## src/rtl/command_sequencer.sv

```systemverilog
// Command sequencer: buffers host commands in a FIFO and issues them
// one at a time as a held command bus plus a one-cycle syscall pulse.
module command_sequencer #(
  parameter int DEPTH    = 8,
  parameter int CMD_W    = 12,
  parameter int OP_GAP   = 1,
  parameter int CAS_WAIT = 2,
  parameter int CNT_W    = 16
) (
  input  logic                     clk,
  input  logic                     rst_n,
  input  logic [CMD_W-1:0]         cmd_in,
  input  logic                     cmd_valid,
  output logic                     cmd_ready,
  input  logic                     run_en,
  input  logic                     flush,
  output logic [CMD_W-1:0]         command,
  output logic                     syscall,
  output logic                     busy,
  output logic [$clog2(DEPTH):0]   fifo_count,
  output logic [CNT_W-1:0]         issued_cnt
);

  localparam int AW   = $clog2(DEPTH);
  localparam int CW   = AW + 1;
  localparam int GMAX = (CAS_WAIT > OP_GAP) ? CAS_WAIT : OP_GAP;
  localparam int WW   = $clog2(GMAX + 1);

  typedef enum logic {S_IDLE, S_WAIT} state_t;

  logic [CMD_W-1:0] r_mem [DEPTH];
  logic [AW-1:0]    r_wr;
  logic [AW-1:0]    r_rd;
  logic [CW-1:0]    r_count;
  state_t           r_state;
  logic [WW-1:0]    r_wait;
  logic [CMD_W-1:0] r_command;
  logic             r_syscall;
  logic [CNT_W-1:0] r_issued;

  logic             w_ready;
  logic             w_push;
  logic             w_pop;
  logic [CMD_W-1:0] w_head;
  logic             w_cas;

  assign w_ready = (r_count != CW'(DEPTH));
  assign w_push  = cmd_valid && w_ready && !flush;
  assign w_pop   = (r_state == S_IDLE) && (r_count != '0)
                   && run_en && !flush;
  assign w_head  = r_mem[r_rd];
  assign w_cas   = (w_head[CMD_W-1 -: 3] == 3'b111);

  // Storage needs no reset: only entries below count are ever read.
  always_ff @(posedge clk) begin
    if (w_push) r_mem[r_wr] <= cmd_in;
  end

  always_ff @(posedge clk) begin
    if (!rst_n) begin
      r_wr    <= '0;
      r_rd    <= '0;
      r_count <= '0;
    end else if (flush) begin
      r_wr    <= '0;
      r_rd    <= '0;
      r_count <= '0;
    end else begin
      if (w_push) r_wr <= r_wr + AW'(1);
      if (w_pop)  r_rd <= r_rd + AW'(1);
      r_count <= r_count + CW'(w_push) - CW'(w_pop);
    end
  end

  always_ff @(posedge clk) begin
    if (!rst_n) begin
      r_state   <= S_IDLE;
      r_wait    <= '0;
      r_command <= '0;
      r_syscall <= 1'b0;
      r_issued  <= '0;
    end else begin
      unique case (r_state)
        S_IDLE: begin
          r_syscall <= 1'b0;
          if (w_pop) begin
            r_command <= w_head;
            r_syscall <= 1'b1;
            r_issued  <= r_issued + CNT_W'(1);
            r_wait    <= w_cas ? WW'(CAS_WAIT) : WW'(OP_GAP);
            r_state   <= S_WAIT;
          end
        end
        S_WAIT: begin
          r_syscall <= 1'b0;
          if (r_wait == WW'(1)) r_state <= S_IDLE;
          else                  r_wait  <= r_wait - WW'(1);
        end
        default: r_state <= S_IDLE;
      endcase
    end
  end

  assign cmd_ready  = w_ready;
  assign command    = r_command;
  assign syscall    = r_syscall;
  assign busy       = (r_state == S_WAIT) || (r_count != '0);
  assign fifo_count = r_count;
  assign issued_cnt = r_issued;

endmodule

```

## config.mk

```make
export PLATFORM = sky130hd
export DESIGN_NAME = command_sequencer
export DESIGN_NICKNAME = d
export VERILOG_FILES = /design/src/rtl/command_sequencer.sv
export SDC_FILE = /design/constraint.sdc
export NUM_CORES = 1
export LEC_CHECK = 0
export CAP_MARGIN = 20
export CORE_MARGIN = 8
export CORE_UTILIZATION = 40
export CTS_CLUSTER_SIZE = 28
export DETAILED_ROUTE_END_ITERATION = 10
export HOLD_SLACK_MARGIN = 0.03
export REMOVE_ABC_BUFFERS = 1
export SLEW_MARGIN = 0
export SYNTH_ARGS = -nofsm -noshare
export SYNTH_HDL_FRONTEND = slang
export SYNTH_SLANG_ARGS = --single-unit
export TNS_END_PERCENT = 5
```

## constraint.sdc

```tcl
create_clock -name clk -period 3.95 [get_ports clk]
set_input_delay 1.185 -clock clk [delete_from_list [all_inputs] [get_ports clk]]
set_output_delay 1.185 -clock clk [all_outputs]
set_load 0.1 [all_outputs]
```

==> impl_metrics.py <==
metrics = {
    "yosys": {
        "synth.avg_cell_area_um2": 15.4,
        "ys_seq_area_share_pct": 67.5,
        "yosysUniqueCellTypes": 41,
        "synth_edf_count": 96,
        "yosys_warnings": 0,
        "ys_ff_latch": 141,
        "ys.flop_type": "edfxtp_1",
        "async_flop_share_pct": 0,
        "netlist_area_um2": 5600,
        "syn_inst": 365,
    },
    "timing": {
        "period_minus_slack_ns": 3.30,
        "finalSetupViolCount": 0,
        "skew_ns": 0.00531,
        "fin_crit_sh_pct": 83.6,
        "fin_hold_ws_ns": 0.486,
        "worstMarginPinSlew_ns": 1.00,
        "layout_setup_ws_ns": 0.646,
        "fin_tns_setup_ns": 0,
        "hold_viol_final": 0,
        "slew_headroom_pct": 33.1,
        "rsz0062_at_grt": "false",
        "slew_viol_final": 0,
        "fmax_mhz": 303,
    },
    "layout": {
        "final_common_cell": "edfxtp_1",
        "seqCellArea_um2": 3780,
        "insertedDiodeCount": 0,
        "final_cell_mix": "96 x edfxtp_1, 45 x dfxtp_1, 38 x buf_4",
        "multi_input_area_um2": 1690,
        "drive_gt1_share_pct": 23.0,
        "n_fill_cell": 1220,
        "final_util_pct": 50.1,
        "fin_nets": 459,
        "area_growth_pct": 23.1,
    },
    "die": {
        "start_util_pct": 40.7,
        "ios": 52,
        "fp.dieH_um": 134,
        "fp.dieW_um": 134,
        "coreArea_um2": 13800,
        "placementRows": 43,
        "die_area_um2": 18100,
    },
    "placed_design": {
        "pre_cts_slack_ns": 0.489,
        "port_buffers": 51,
        "hpwl_um": 7030,
        "gp_congestion": 0.730,
    },
    "worst_setup_path": {
        "arrival_ns": 2.12,
        "crit_required_ns": 2.76,
        "cp-end-kind": "output pin",
        "crit_path_start_kind": "flop",
        "critPathKind": "flop to output pin",
        "r2r_slack_ns": 1.28,
        "cp_max_fo": 8,
    },
    "clocking": {
        "root_buffer": "clkbuf_16",
        "ctsResizeCount": 0,
        "cts_tree": "built",
        "numCtsBuffers": 17,
        "clkSlewWorstSetupHoldPaths_ns": 0.06,
        "post_cts_buffers": 0,
        "cts.sinks": 141,
        "clock_path_buffers": 2,
        "h-tree-depth": 4,
        "hold_buffers": 0,
        "clk_latency_ns": 0.41,
    },
    "power": {
        "power.density_nw_per_um2": 496,
        "p_int_w": 0.00267,
        "clockPowerShare_pct": 47.1,
        "leakagePower_nw": 2.30,
        "pwr-share-comb_pct": 5.9,
        "peakVddDrop_uv": 276,
        "p_seq_share_pct": 47.0,
        "p_switching_w": 0.000752,
        "swShare_pct": 22.0,
    },
    "hold_path": {
        "min_path_type": "flop to flop",
    },
    "grt": {
        "grt_pass1_wl_um": 18400,
        "antenna_found_initial": 0,
        "grt_pass1_vias": 3420,
        "grt_start_max_net_pins": 29,
        "grt.overflow.total": 0,
        "grt_usage_pct": 13.5,
    },
    "route": {
        "num_vias": 3235,
        "wirelength_um": 11300,
        "vias_per_cell": 5.18,
        "dr.pass1.iters": 4,
        "drtIter0Drc": 171,
        "wire_per_inst_um": 18.1,
        "ant_nets": 0,
        "drc": 0,
    },
    "status": {
        "status": "finished, final reports clean",
    },
    "job": {
        "maxCapViolCount": 0,
    },
}
-- cells in the mapped netlist (4+ instances only) --
| cell type | instances | share of area [%] |
|---|---|---|
| a21oi_1 | 24 | 2.1 |
| buf_2 | 6 | 0.54 |
| clkbuf_1 | 7 | 0.47 |
| dfxtp_1 | 45 | 16 |
| edfxtp_1 | 96 | 51 |
| ha_1 | 10 | 2.2 |
| inv_1 | 13 | 0.87 |
| mux2i_1 | 13 | 2.3 |
| mux4_2 | 24 | 9.6 |
| nand2_1 | 15 | 1.0 |
| nand2b_1 | 5 | 0.56 |
| nand3_1 | 10 | 0.89 |
| nor2_1 | 20 | 1.3 |
| nor3_1 | 5 | 0.45 |
| o21ai_0 | 11 | 0.98 |
| o31ai_1 | 8 | 1.1 |
| or4_1 | 8 | 1.1 |
| xnor2_1 | 4 | 0.63 |
| xor2_1 | 6 | 0.94 |
-- through the flow --
stage / cells / instance area [µm²] / power, W
floorplan: 348 / 5510 / 0.00177
global placement: 592 / 6290 / 0.00184
detailed placement: 592 / 6290 / 0.00184
CTS: 624 / 6900 / 0.00346
global route: 624 / 6900 / 0.00353
finish: 624 / 6900 / 0.00342
-- flip-flops by register name, summed over array words and instances, names as in the netlist, named ones only --
signal,flops
r_mem,96
issued_cnt,16
command,12
fifo_count,4
r_rd,3
r_wr,3
r_wait,2
r_state,1
syscall,1
-- kinds of logic after synthesis --
family	after synthesis	synth area share [%]
simple gates	84	8.33
xor+xnor	10	1.56
flops	141	67.5
fa+ha+maj	11	2.59
buf+inv	30	2.61
mux	37	12.0
compound gates	52	5.43
-- power by group through the flow --
stage	clock, W	sequential [W]	combinational, W
final	0.00161	0.00161	0.000202
after global routing	0.00170	0.00161	0.000218
after CTS	0.00164	0.00161	0.000206
after detailed placement	0	0.00164	0.000205
after global placement	0	0.00164	0.000202
after floorplan	0	0.00169	0.0000778
-- cell type report --
type / instances / share of cell area (%)
Clock buffer: 18 / 6.37
Clock inverter: 14 / 2.41
Inverter: 13 / 0.707
Multi-Input combinational cell: 194 / 24.5
Timing Repair Buffer: 64 / 7.91
Sequential cell: 141 / 54.8
Tap cell: 180 / 3.26
-- worst paths after layout --
kind,startpoint,end,depth (start not counted)
setup / recovery,fifo_count[2],busy,5
hold / removal,r_rd[1],flop,2
setup reg to reg,fifo_count[2],fifo_count[2],12
hold reg to reg,r_rd[1],flop,2
-- metal layers --
metal | GRT usage (%) | routed length [µm] | vias up
met4 | 5.43 | 135 | 0
met3 | 4.15 | 558 | 14
li1 | - | - | 1541
met5 | 0 | 0 | -
met2 | 22.5 | 5580 | 72
met1 | 15.9 | 5040 | 1608
-- worst max-delay path, stage by stage, from the launching register on --
cell	delay (ns)
dfxtp_1	0.32
inv_1	0.10
ha_1	0.14
or3b_2	0.57
or2_2	0.34
buf_4	0.24
Note: power is estimated with default switching activity, not from simulation.
